[config.mk]
export PLATFORM = sky130hd
export DESIGN_NAME = riscv_wb_arbiter
export DESIGN_NICKNAME = d
export VERILOG_FILES = /design/src/rtl/riscv_wb_arbiter.sv
export SDC_FILE = /design/constraint.sdc
export NUM_CORES = 1
export LEC_CHECK = 0
export ABC_AREA = 0
export CAP_MARGIN = 20
export CORE_MARGIN = 5
export CORE_UTILIZATION = 50
export CTS_CLUSTER_DIAMETER = 200
export DETAILED_ROUTE_END_ITERATION = 12
export PLACE_DENSITY = 0.78
export SLEW_MARGIN = 25
export SYNTH_ARGS = -nofsm -noshare
export SYNTH_HDL_FRONTEND = slang
export SYNTH_SLANG_ARGS = --single-unit
export TNS_END_PERCENT = 100
[constraint.sdc]
create_clock -name clk -period 5.8 [get_ports clk]
set_input_delay 0.58 -clock clk [delete_from_list [all_inputs] [get_ports clk]]
set_output_delay 0.58 -clock clk [all_outputs]
set_load 0.02 [all_outputs]
[src/rtl/riscv_wb_arbiter.sv]
// Write-back arbiter: EX/LSU/APU results onto register-file ports A/B.
// Optional WB_APU_BYPASS_EN lets APU results skip an empty FIFO.
module riscv_wb_arbiter #(
    parameter int ADDR_WIDTH = 6,
    parameter int DATA_WIDTH = 32,
    parameter int FIFO_DEPTH = 4
) (
    input  logic                       clk,
    input  logic                       rst,
    input  logic                       ex_we_i,
    input  logic [ADDR_WIDTH-1:0]      ex_waddr_i,
    input  logic [DATA_WIDTH-1:0]      ex_wdata_i,
    input  logic                       lsu_we_i,
    input  logic [ADDR_WIDTH-1:0]      lsu_waddr_i,
    input  logic [DATA_WIDTH-1:0]      lsu_wdata_i,
    input  logic                       apu_valid_i,
    output logic                       apu_ready_o,
    input  logic [ADDR_WIDTH-1:0]      apu_waddr_i,
    input  logic [DATA_WIDTH-1:0]      apu_wdata_i,
    output logic                       we_a_o,
    output logic [ADDR_WIDTH-1:0]      waddr_a_o,
    output logic [DATA_WIDTH-1:0]      wdata_a_o,
    output logic                       we_b_o,
    output logic [ADDR_WIDTH-1:0]      waddr_b_o,
    output logic [DATA_WIDTH-1:0]      wdata_b_o,
    output logic [2**ADDR_WIDTH-1:0]   pend_o
);
    localparam int PW   = $clog2(FIFO_DEPTH);
    localparam int CW   = $clog2(FIFO_DEPTH + 1);
    localparam int NREG = 2**ADDR_WIDTH;

    typedef enum logic [1:0] {
        FIFO_EMPTY,
        FIFO_PARTIAL,
        FIFO_FULL
    } fifo_state_e;

    fifo_state_e           fifo_state;
    logic [PW-1:0]         rd_ptr_q, rd_ptr_d, wr_ptr_q, wr_ptr_d;
    logic [CW-1:0]         count_q, count_d;
    logic [ADDR_WIDTH-1:0] mem_addr_q [FIFO_DEPTH];
    logic [DATA_WIDTH-1:0] mem_data_q [FIFO_DEPTH];
    logic [CW-1:0]         pcnt_q [NREG];
    logic [CW-1:0]         pcnt_d [NREG];

    logic                  we_a_q, we_a_d, we_b_q, we_b_d;
    logic [ADDR_WIDTH-1:0] waddr_a_q, waddr_a_d, waddr_b_q, waddr_b_d;
    logic [DATA_WIDTH-1:0] wdata_a_q, wdata_a_d, wdata_b_q, wdata_b_d;
    logic                  apu_wb_q, apu_wb_d;
    logic [ADDR_WIDTH-1:0] apu_wb_addr_q, apu_wb_addr_d;

    logic ex_wr, lsu_wr, apu_wr, head_valid;
    logic pop_a, pop_b, pop, push, byp_a, byp_b;
    logic [ADDR_WIDTH-1:0] head_addr;
    logic [DATA_WIDTH-1:0] head_data;

    always_comb begin
        if (count_q == '0)
            fifo_state = FIFO_EMPTY;
        else if (count_q == CW'(FIFO_DEPTH))
            fifo_state = FIFO_FULL;
        else
            fifo_state = FIFO_PARTIAL;

        apu_ready_o = !rst && (fifo_state != FIFO_FULL);
        head_valid  = (fifo_state != FIFO_EMPTY);
        head_addr   = mem_addr_q[rd_ptr_q];
        head_data   = mem_data_q[rd_ptr_q];

        // Address 0 writes are accepted but never reach a port or the FIFO.
        ex_wr  = ex_we_i && (ex_waddr_i != '0);
        lsu_wr = lsu_we_i && (lsu_waddr_i != '0);
        apu_wr = apu_valid_i && apu_ready_o && (apu_waddr_i != '0);

        pop_b = head_valid && !lsu_we_i;
        pop_a = head_valid && lsu_we_i && !ex_we_i;
        pop   = pop_a || pop_b;
`ifdef WB_APU_BYPASS_EN
        byp_b = apu_wr && !head_valid && !lsu_we_i;
        byp_a = apu_wr && !head_valid && lsu_we_i && !ex_we_i;
`else
        byp_b = 1'b0;
        byp_a = 1'b0;
`endif
        push = apu_wr && !byp_a && !byp_b;

        rd_ptr_d = rd_ptr_q + PW'(pop);
        wr_ptr_d = wr_ptr_q + PW'(push);
        count_d  = count_q + CW'(push) - CW'(pop);

        we_a_d    = ex_wr || pop_a || byp_a;
        waddr_a_d = '0;
        wdata_a_d = '0;
        unique case (1'b1)
            ex_wr: begin waddr_a_d = ex_waddr_i;  wdata_a_d = ex_wdata_i;  end
            pop_a: begin waddr_a_d = head_addr;   wdata_a_d = head_data;   end
            byp_a: begin waddr_a_d = apu_waddr_i; wdata_a_d = apu_wdata_i; end
            default: ;
        endcase

        we_b_d    = lsu_wr || pop_b || byp_b;
        waddr_b_d = '0;
        wdata_b_d = '0;
        unique case (1'b1)
            lsu_wr: begin waddr_b_d = lsu_waddr_i; wdata_b_d = lsu_wdata_i; end
            pop_b:  begin waddr_b_d = head_addr;   wdata_b_d = head_data;   end
            byp_b:  begin waddr_b_d = apu_waddr_i; wdata_b_d = apu_wdata_i; end
            default: ;
        endcase

        apu_wb_d      = pop || byp_a || byp_b;
        apu_wb_addr_d = pop ? head_addr : apu_waddr_i;

        // Count up on acceptance, down once the APU write has left the output regs.
        for (int r = 0; r < NREG; r++) begin
            pcnt_d[r] = pcnt_q[r];
            if (apu_wr && apu_waddr_i == ADDR_WIDTH'(r))
                pcnt_d[r] = pcnt_d[r] + CW'(1);
            if (apu_wb_q && apu_wb_addr_q == ADDR_WIDTH'(r))
                pcnt_d[r] = pcnt_d[r] - CW'(1);
            pend_o[r] = (pcnt_q[r] != '0);
        end
    end

    always_ff @(posedge clk) begin
        if (rst) begin
            rd_ptr_q      <= '0;
            wr_ptr_q      <= '0;
            count_q       <= '0;
            we_a_q        <= 1'b0;
            waddr_a_q     <= '0;
            wdata_a_q     <= '0;
            we_b_q        <= 1'b0;
            waddr_b_q     <= '0;
            wdata_b_q     <= '0;
            apu_wb_q      <= 1'b0;
            apu_wb_addr_q <= '0;
            for (int r = 0; r < NREG; r++) pcnt_q[r] <= '0;
        end else begin
            rd_ptr_q      <= rd_ptr_d;
            wr_ptr_q      <= wr_ptr_d;
            count_q       <= count_d;
            we_a_q        <= we_a_d;
            waddr_a_q     <= waddr_a_d;
            wdata_a_q     <= wdata_a_d;
            we_b_q        <= we_b_d;
            waddr_b_q     <= waddr_b_d;
            wdata_b_q     <= wdata_b_d;
            apu_wb_q      <= apu_wb_d;
            apu_wb_addr_q <= apu_wb_addr_d;
            for (int r = 0; r < NREG; r++) pcnt_q[r] <= pcnt_d[r];
        end
    end

    always_ff @(posedge clk) begin
        if (push) begin
            mem_addr_q[wr_ptr_q] <= apu_waddr_i;
            mem_data_q[wr_ptr_q] <= apu_wdata_i;
        end
    end

    assign we_a_o    = we_a_q;
    assign waddr_a_o = waddr_a_q;
    assign wdata_a_o = wdata_a_q;
    assign we_b_o    = we_b_q;
    assign waddr_b_o = waddr_b_q;
    assign wdata_b_o = wdata_b_q;

    ex_pend_chk: assert property (@(posedge clk) disable iff (rst)
        (ex_we_i && ex_waddr_i != '0) |-> !pend_o[ex_waddr_i]);
    lsu_pend_chk: assert property (@(posedge clk) disable iff (rst)
        (lsu_we_i && lsu_waddr_i != '0) |-> !pend_o[lsu_waddr_i]);
endmodule

==> summary.md, run 1 <==
| Metric | Value |
|---|---|
| Dpl hpwl | `46200 µm` |
| Slew HR | `28.2%` |
| Crit path max fanout | `37` |
| Setup TNS | `0 ns` |
| Cell taking the most area after synthesis | `dfxtp_1` |
| Crit path required time | `6.26 ns` |
| Die area | `0.0519 mm²` |
| Boundary pin count | `262` |
| Net Count, Synth | `2591` |
| First-pass GRT wire length | `108000 µm` |
| Minimum clock period | `3.72 ns` |
| Initial Utilization | `50.8%` |
| Synth cell types | `65` |
| Post-route cell area | `0.0285 mm²` |
| Placed cells | `3035` |
| Largest net degree at the start of global routing | `109` |
| Drt pass-1 iters | `5` |
| Worst setup SP type | `input port` |
| Yosys top cell area share | `23.9%` |
| Register area share after synthesis | `43.2%` |
| CTS H-tree lvls | `2` |
| Worst Tran Pin Value | `1.08 ns` |
| TritonCTS Buffers | `47` |
| Hold crit path type | `reg -> reg` |
| Die W | `228 µm` |
| Synth warn | `0` |
| Root buffer cell | `clkbuf_16` |
| Non-Filler Instances | `3126` |
| Post-route ant nets | `0` |
| Final Hold Vio Count | `0` |
| Tcrit/Tclk final | `64.2%` |
| R2R setup slack | `2.54 ns` |
| Layout Skew | `0.0189 ns` |
| Gr usage total | `25.6%` |
| CTS hold repair buffers | `0` |
| GPL Wtd Cong | `0.851` |
| Iter 0 DRT Violations | `1595` |
| Initial antenna violation count | `3` |
| CTS max path bufs | `3` |
| Netlist Area Pre-Place | `0.0237 mm²` |
| Final setup violating endpoints | `0` |
| Top area cells in the synthesized netlist | `dfxtp_1, edfxtp_1, ha_1, mux2i_1, xnor2_1` |
| TritonCTS clock tree | `yes` |
| Vias in the first global route | `19.6k` |
| Worst-path clk slew | `0.06 ns` |
| Worst path max stage delay | `0.84 ns` |
| Wire per inst | `22.2 µm` |
| Top FF cell, synth | `dfxtp_1` |
| Die Span Y | `228 µm` |
| Vias/cell | `6.08` |
| Synth Register Bits | `436` |
| Area of the core | `0.0468 mm²` |
| Area Growth Syn to Fin | `20.2%` |
| # Max-Cap Violations | `0` |
| Drt total wl | `69300 µm` |
| Worst path arrival time | `4.18 ns` |
| Syn Inst Count | `2276` |
| Synthesized area per cell | `10.4 µm²` |
| Crit Path Class | `in -> reg` |
| CTS sink cnt | `436` |
| Cts repair resizes | `0` |
| Most frequent cells after synthesis | `dfxtp_1, ha_1, nor2_1` |
| RSZ-0062 raised after global routing | `false` |
| DRC Markers | `0` |
| Post-placement cell area | `0.0268 mm²` |
| Post-CTS setup buffer count | `0` |
| Worst skew pair latency | `0.59 ns` |
| Top-count cell post-synth | `dfxtp_1` |
| Share of cells above drive strength 1 | `10.3%` |
| Critical-path top delay cell | `or4_1` |
| Post-synth EDFFs | `152` |
| Number of I/O port buffers | `261` |
| Status | `finished, final reports clean` |
| Pleak | `10.6 nW` |
| Pwr Density | `303 mW/mm²` |
| Nets | `2792` |
| Routed via count | `19.0k` |
| Slew Viols, Final | `0` |
| Grt total ovfl | `0` |
| Worst path cell trace | `clkdlybuf4s50_1 > buf_4 > or4_1 > o31ai_2 > ha_1 > inv_1 > ha_1 > inv_1 > fa_1 > xor2_1 > xnor2_1 > nor2_1` |
| # rows | `79` |
| Max rail drop VDD | `0.308 mV` |
| CP Capture Type | `flip-flop` |
| Peak Freq | `268 MHz` |
| Fraction of registers with async set/reset | `0%` |
[power by group]
part	switching [W]	total (W)	internal [W]
Sequential	0.000143	0.00347	0.00333
Clock	0.00131	0.00322	0.00191
Combinational	0.00119	0.00196	0.000778
[layer usage]
metal	wire (µm)	share of wire, %	up-vias	track usage, %
li1	-	-	8628	-
met1	26600	38	9324	31.2
met2	33100	48	847	43.3
met3	6390	9.2	192	6.14
met4	3210	4.6	2	11.9
met5	13	0.019	-	0
[cell families after synthesis]
logic type      count (synthesis)  share of synthesized area [%]
simple gates                  642                           15.8
fa+ha+maj                     196                           10.4
mux                           175                           9.46
buf+inv                       297                           5.00
compound gates                412                           11.9
flops                         436                           43.2
xor+xnor                      118                           4.35
[worst max-delay path: cells and delay by family]
kind | cells | cell delay, ns
adder cells (fa/ha/maj) | 3 | 0.89
buffers and inverters | 4 | 0.83
XOR/XNOR | 2 | 0.36
AND/OR/NAND/NOR | 2 | 0.90
AO/OA/AOI/OAI | 1 | 0.62
[path summary, 6_finish.rpt]
path	depth (start not counted)	endpoint	start
worst max-delay path	12	count_q[2]	apu_waddr_i[0]
worst min-delay path	2	flip-flop	flip-flop
worst max register to register	12	count_q[2]	count_q[1]
worst min register to register	2	flip-flop	flip-flop
[flip-flops by register name, summed over array words and instances, names as in the netlist, named ones only]
register and count:
waddr_a_o 6, we_a_o 1, rd_ptr_q 2, waddr_b_o 6, mem_addr_q 24, apu_wb_q 1
count_q 3, wdata_b_o 32, mem_data_q 128, we_b_o 1, wr_ptr_q 2, wdata_a_o 32
apu_wb_addr_q 6, pcnt_q 191
[cell usage in the layout (no fill, tap or decap), drive strengths merged, types with 14 or more instances in the layout]
cell	n
buf	40
a31oi	49
edfxtp	152
nand2b	59
dfxtp	284
nand2	134
mux4	38
nor2	186
a211oi	73
inv	149
a22oi	76
clkbuf	65
nand4bb	14
nand3	77
ha	195
mux2i	122
a21o	56
nor3	68
o21ai	48
mux2	15
a21oi	58
xnor2	116
clkdlybuf4s50	260
[cell type report]
class | count | area (µm²)
antenna | 3 | 7.51
clock buffer | 64 | 1340
clock inverter | 24 | 332
fill | 3660 | 18200
inverter | 148 | 556
multi-input combinational | 1543 | 12400
sequential | 436 | 10300
tap | 607 | 759
timing repair buffer | 301 | 2940
[stage by stage]
stage / hold WS (ns) / util (%) / power, W / worst slack (ns)
floorplan: 0.471 / - / 0.00469 / 1.34
global placement: 0.484 / 57.4 / 0.00541 / 1.69
detailed placement: 0.499 / 57.4 / 0.00546 / 1.60
CTS: 0.514 / 61.0 / 0.00869 / 2.14
global route: 0.532 / 61.1 / 0.00896 / 1.89
finish: 0.507 / 61.1 / 0.00866 / 2.08
Note: power is estimated with default switching activity, not from simulation.
==> inputs of run 2 (changes only) <==
==> constraint.sdc (replaced) <==
create_clock -name clk -period 3.85 [get_ports clk]
set_input_delay 0.385 -clock clk [delete_from_list [all_inputs] [get_ports clk]]
set_output_delay 0.385 -clock clk [all_outputs]
set_load 0.02 [all_outputs]
==> run 2 against run 1 <==
Routed wire length fell by 0.89%. Design area rose by 0.23%. Register-to-register slack got worse by 1.7 ns. Critical path type is now reg -> reg.
==> summary.md, run 2 (synthesized netlist as in run 1, its figures left out) <==
| Metric | Value |
|---|---|
| Worst path max stage delay | `0.52 ns (-0.32 ns)` |
| Worst Tran Pin Value | `1.03 ns (-0.0456 ns)` |
| RSZ-0062 raised after global routing | `false` |
| # Max-Cap Violations | `0 (unchanged)` |
| Initial Utilization | `50.8% (unchanged)` |
| Die Span Y | `228 µm (unchanged)` |
| Vias in the first global route | `19.5k (-0.82%)` |
| Max rail drop VDD | `0.415 mV (+35%)` |
| First-pass GRT wire length | `107000 µm (-0.83%)` |
| Routed via count | `18.9k (-0.52%)` |
| Worst setup SP type | `flip-flop` |
| Pwr Density | `444 mW/mm² (+46%)` |
| Fill count | `3626 (-0.93%)` |
| Max reg flops | `191 (unchanged)` |
| Total power | `0.0127 W (+47%)` |
| Largest net degree at the start of global routing | `109 (unchanged)` |
| GPL Wtd Cong | `0.865 (+1.6%)` |
| CP Capture Type | `flip-flop` |
| R2R setup slack | `0.83 ns (-1.71 ns)` |
| Critical-path top delay cell | `dfxtp_1` |
| Slew HR | `30.6% (+2.4 points)` |
| Die area | `0.0519 mm² (unchanged)` |
| CTS sink cnt | `436 (unchanged)` |
| Crit Path Class | `reg -> reg` |
| Drt total wl | `68700 µm (-0.89%)` |
| # rows | `79 (unchanged)` |
| Boundary pin count | `262 (unchanged)` |
| Crit path required time | `4.37 ns (-1.89 ns)` |
| TritonCTS clock tree | `yes` |
| Post-CTS setup buffer count | `0 (unchanged)` |
| Number of I/O port buffers | `261 (unchanged)` |
| Iter 0 DRT Violations | `1401 (-12%)` |
| Minimum clock period | `3.02 ns` |
| Grt total ovfl | `0 (unchanged)` |
| Commonest non-fill, non-tap cell in the layout | `dfxtp_1` |
| Drt pass-1 iters | `6 (+1)` |
| Post-route ant nets | `0 (unchanged)` |
| Worst-path clk slew | `0.06 ns (about the same)` |
| Crit path max fanout | `42 (+14%)` |
| Tcrit/Tclk final | `78.4%` |
| Worst path cell trace | `or3b_2 > buf_4 > nand2b_1 > o21ai_0 > a21boi_0 > ha_1 > nand3_1 > xnor2_1 > mux2i_1` |
| DRC Markers | `0 (unchanged)` |
| Hold crit path type | `in -> reg` |
| Peak Freq | `331 MHz` |
| Biggest regs | `pcnt_q (191), mem_data_q (128)` |
| Slew Viols, Final | `0 (unchanged)` |
| Initial antenna violation count | `3 (unchanged)` |
| Final setup violating endpoints | `0 (unchanged)` |
| Gr usage total | `25.5% (-0.19 points)` |
| Status | `finished, final reports clean` |
| Worst path arrival time | `3.54 ns (-0.64 ns)` |
| Top reg by flops | `pcnt_q` |
| Seq. cell area | `0.0103 mm² (about the same)` |
| Die W | `228 µm (unchanged)` |
| Cts repair resizes | `0 (unchanged)` |
| Pleak | `10.7 nW (+0.72%)` |
| Vias/cell | `6.00 (-1.2%)` |
| Nets | `2816 (+0.86%)` |
| Worst Hold Path Cells | `2 (unchanged)` |
| TritonCTS Buffers | `46 (-2.1%)` |
| Wire per inst | `21.8 µm (-1.5%)` |
| CTS hold repair buffers | `0 (unchanged)` |
| Final Hold Vio Count | `0 (unchanged)` |
| Most frequent cells in the layout | `dfxtp_1, clkdlybuf4s50_1, ha_1` |
| Dpl hpwl | `47000 µm (+1.7%)` |
| CTS H-tree lvls | `2 (unchanged)` |
| Area Growth Syn to Fin | `20.5%` |
| Worst skew pair latency | `0.61 ns (+0.02 ns)` |
| Reg2Reg Depth | `9 (-3)` |
| Setup TNS | `0 ns (unchanged)` |
| Root buffer cell | `clkbuf_16` |
| CTS max path bufs | `3 (unchanged)` |
| Layout Skew | `0.0486 ns (+0.0297 ns)` |
| Area of the multi-input gates | `0.0124 mm² (about the same)` |
| Area of the core | `0.0468 mm² (unchanged)` |
| Share of cells above drive strength 1 | `10.9% (+0.58 points)` |
## run 2: cell count changes in the layout (fill, tap and decap cells not counted), moves of 2 or more
cell	before	now
buf_4	37	62
bufinv_16	6	2
clkbuf_1	9	12
clkbuf_16	49	46
clkbuf_8	7	12
clkinvlp_4	5	2
diode_2	3	1
nor3b_2	4	2
nor3b_4	1	3
## run 2: worst max-delay path, delay by kind of cell, from the launching register on
family          cells  cell delay [ns]
xor+xnor            1             0.21
mux                 1             0.20
flops               1             0.52
buf+inv             1             0.51
compound gates      2             0.63
simple gates        3             0.66
fa+ha+maj           1             0.19
## run 2: per-stage QoR
step	hold WS (ns)	setup slack [ns]	utilization [%]	cell area, µm²	std cells
2_1_floorplan	0.471	0.821	-	23800	2276
6_report	0.0512	0.833	61.2	28600	3147
4_1_cts	0.0241	0.888	61.2	28600	3146
5_1_grt	0.0567	0.664	61.2	28600	3146
3_3_place_gp	0.484	0.596	57.9	27100	3060
3_5_place_dp	0.512	0.461	57.9	27100	3060
## run 2: layout make-up
cell class | instances | area share (%)
Inverter | 148 | 1.94
Tap cell | 607 | 2.65
Clock buffer | 69 | 4.71
Timing Repair Buffer | 326 | 10.9
Clock inverter | 17 | 0.695
Sequential cell | 436 | 35.8
Multi-Input combinational cell | 1543 | 43.2
Antenna cell | 1 | 0.00874
## run 2: path summary, 6_finish.rpt
path,startpoint,endpoint
max,count_q[1],pcnt_q[1][62]
min,rst,apu_wb_addr_q[1]
max reg2reg,count_q[1],pcnt_q[1][62]
min reg2reg,flip-flop,flip-flop
## run 2: power by group
group          leakage, nW  switching (W)  internal, W
Sequential            3.69       0.000302      0.00502
Clock                0.753        0.00193      0.00258
Combinational         6.26        0.00168      0.00118
Total                 10.7        0.00392      0.00878
## run 2: layer usage
layer / up-vias / wire (µm) / part of all wire [%] / GRT usage (%)
li1: 8673 / - / - / -
met1: 9216 / 27200 / 40 / 31.7
met2: 815 / 32500 / 47 / 42.9
met3: 189 / 5810 / 8.5 / 5.42
met4: 2 / 3160 / 4.6 / 11.3
met5: - / 20 / 0.029 / 0
==> inputs of run 3 (changes only) <==
--- a/config.mk
+++ b/config.mk
@@ -11,7 +11,7 @@
 export CORE_UTILIZATION = 50
 export CTS_CLUSTER_DIAMETER = 200
 export DETAILED_ROUTE_END_ITERATION = 12
-export PLACE_DENSITY = 0.78
+export PLACE_DENSITY = 0.81
 export SLEW_MARGIN = 25
 export SYNTH_ARGS = -nofsm -noshare
 export SYNTH_HDL_FRONTEND = slang
==> constraint.sdc (replaced) <==
create_clock -name clk -period 2.6 [get_ports clk]
set_input_delay 0.26 -clock clk [delete_from_list [all_inputs] [get_ports clk]]
set_output_delay 0.26 -clock clk [all_outputs]
set_load 0.02 [all_outputs]
==> run 3 against run 2 <==
Worst setup slack got worse by 0.78 ns. Largest power group unchanged. Highest routed layer unchanged. Largest cell class unchanged. Sequential power up 44%. Critical endpoint is now count_q[2]. Global-route usage rose by 1.9 points.
==> summary.md, run 3 (synthesized netlist as in run 1, its figures left out) <==
| Metric | Value |
|---|---|
| Status | `finished, final reports clean` |
| Slew Viols, Final | `0 (unchanged)` |
| Tcrit/Tclk final | `98.1% (+20 points)` |
| Pleak | `11.8 nW (+10%)` |
| Hold crit path type | `in -> reg` |
| CP Capture Type | `flip-flop` |
| Final Hold Vio Count | `0 (unchanged)` |
| Worst Tran Pin Value | `0.871 ns (-0.161 ns)` |
| # Max-Cap Violations | `0 (unchanged)` |
| Wire per inst | `21.9 µm (+0.41%)` |
| Die area | `0.0519 mm² (unchanged)` |
| TritonCTS clock tree | `yes` |
| Biggest regs | `pcnt_q (191), mem_data_q (128)` |
| Max rail drop VDD | `0.707 mV (+70%)` |
| Initial antenna violation count | `5 (+2)` |
| Top reg by flops | `pcnt_q` |
| Crit Path Class | `reg -> reg` |
| Peak Freq | `392 MHz (+18%)` |
| Worst setup margin | `0.0492 ns (-0.784 ns)` |
| DRC Markers | `0 (unchanged)` |
| Area of the core | `0.0468 mm² (unchanged)` |
| Initial Utilization | `50.8% (unchanged)` |
| Drt total wl | `73400 µm (+6.8%)` |
| CTS H-tree lvls | `2 (unchanged)` |
| Most frequent cells in the layout | `dfxtp_1, clkdlybuf4s50_1, buf_4` |
| Grt total ovfl | `0 (unchanged)` |
| Nets | `3019 (+7.2%)` |
| Minimum clock period | `2.55 ns (-0.466 ns)` |
| CTS sink cnt | `436 (unchanged)` |
| Iter 0 DRT Violations | `1513 (+8.0%)` |
| Number of I/O port buffers | `261 (unchanged)` |
| # rows | `79 (unchanged)` |
| Pwr Density | `636 mW/mm² (+43%)` |
| CTS max path bufs | `3 (unchanged)` |
| Max reg flops | `191 (unchanged)` |
| Largest net degree at the start of global routing | `93 (-15%)` |
| Final setup violating endpoints | `0 (unchanged)` |
| Worst setup SP type | `flip-flop` |
| Area Growth Syn to Fin | `28.3%` |
| Vias in the first global route | `21.4k (+9.8%)` |
| Pre-CTS WS | `-0.441 ns (-0.902 ns)` |
| Dpl hpwl | `50900 µm (+8.2%)` |
| Worst-path clk slew | `0.06 ns (about the same)` |
| Post-route cell area | `0.0305 mm² (+6.4%)` |
| Root buffer cell | `clkbuf_16` |
| Layout Skew | `0.0257 ns (-0.0229 ns)` |
| Post-route ant nets | `0 (unchanged)` |
| RSZ-0062 raised after global routing | `true` |
| Drt pass-1 iters | `7 (+1)` |
| Fill count | `3351 (-7.6%)` |
| Post-placement cell area | `0.0288 mm² (+6.5%)` |
| Post-CTS setup buffer count | `0 (unchanged)` |
| Routed via count | `20.0k (+6.1%)` |
| Gr usage total | `27.4% (+1.9 points)` |
| Vias/cell | `5.99 (-0.22%)` |
| Crit path max fanout | `2 (-95%)` |
| Die W | `228 µm (unchanged)` |
| Crit path required time | `3.08 ns (-1.29 ns)` |
| Worst path arrival time | `3.03 ns (-0.51 ns)` |
| Boundary pin count | `262 (unchanged)` |
| Slew HR | `41.9% (+11 points)` |
| Share of cells above drive strength 1 | `17.6% (+6.7 points)` |
| Commonest non-fill, non-tap cell in the layout | `dfxtp_1` |
| Fin Hold WS | `0.282 ns (+0.231 ns)` |
| Placed cells | `3260 (+6.5%)` |
| TritonCTS Buffers | `47 (+2.2%)` |
| Die Span Y | `228 µm (unchanged)` |
| Non-Filler Instances | `3346 (+6.3%)` |
| GPL Wtd Cong | `0.874 (+1.0%)` |
| Total power | `0.0194 W (+53%)` |
| First-pass GRT wire length | `115000 µm (+7.8%)` |
| Worst skew pair latency | `0.60 ns (about the same)` |
## run 3: cell count changes in the layout (fill, tap and decap cells not counted), moves of 2 or more
cell	change
buf_4	+179
buf_12	+19
clkbuf_8	-6
clkbuf_1	-5
buf_8	+2
bufinv_16	+2
clkinv_1	+2
mux2i_1	-2
mux2i_2	+2
xnor2_1	-2
xnor2_2	+2
## run 3: area by class of cell
cell class | count | area, µm² | share of cell area, %
antenna | 1 | 2.50 | 0.00822
clock buffer | 59 | 1270 | 4.17
clock inverter | 24 | 292 | 0.957
inverter | 148 | 556 | 1.82
multi-input combinational | 1543 | 12400 | 40.7
sequential | 436 | 10300 | 33.7
tap | 607 | 759 | 2.49
timing repair buffer | 528 | 4920 | 16.2
## run 3: critical path: stages (launching register included)
cell and delay (ns):
dfxtp_1 0.34, or3b_2 0.51, and3_1 0.25, o31ai_4 0.07, ha_1 0.27, inv_1 0.07, ha_1 0.13, inv_1 0.06
fa_1 0.38, xor2_1 0.18, xnor2_1 0.14, nor2_1 0.05
## run 3: stage by stage
stage | TNS [ns] | util (%)
2_1_floorplan | -0.187 | -
3_3_place_gp | -14.22 | 61.6
3_5_place_dp | -27.05 | 61.7
4_1_cts | 0 | 65.0
5_1_grt | -0.00815 | 65.1
6_report | 0 | 65.1
## run 3: per-layer routing
metal  vias to the layer above  track usage (%)  part of all wire (%)
li1                       9079                -                     -
met1                      9742             31.4                    37
met2                       951             47.5                    49
met3                       266             6.76                   8.8
met4                         8             14.2                   5.4
met5                         -                0                 0.091
## run 3: what timing repair did
item	CTS	global route
gates cloned	0	0
endpoints found under the hold margin	5	0
resized for setup	2	8
hold buffers	1	0
endpoints found under the setup margin	2	11
## run 3: worst paths after layout
| check | to | slack, ns | cells past startpoint | from |
|---|---|---|---|---|
| setup / recovery | count_q[2] | 0.05 | 11 | count_q[2] |
| hold / removal | wdata_a_o[2] | 0.28 | 3 | ex_wdata_i[2] |
| setup reg to reg | count_q[2] | 0.05 | 11 | count_q[2] |
| hold reg to reg | flip-flop | 0.50 | 2 | flip-flop |
## run 3: power breakdown
group | switching, W | total [W] | leakage, nW | internal (W)
Sequential | 0.000247 | 0.00768 | 3.69 | 0.00743
Clock | 0.00294 | 0.00684 | 0.762 | 0.00390
Combinational | 0.00283 | 0.00486 | 7.34 | 0.00203
Total | 0.00602 | 0.0194 | 11.8 | 0.0134
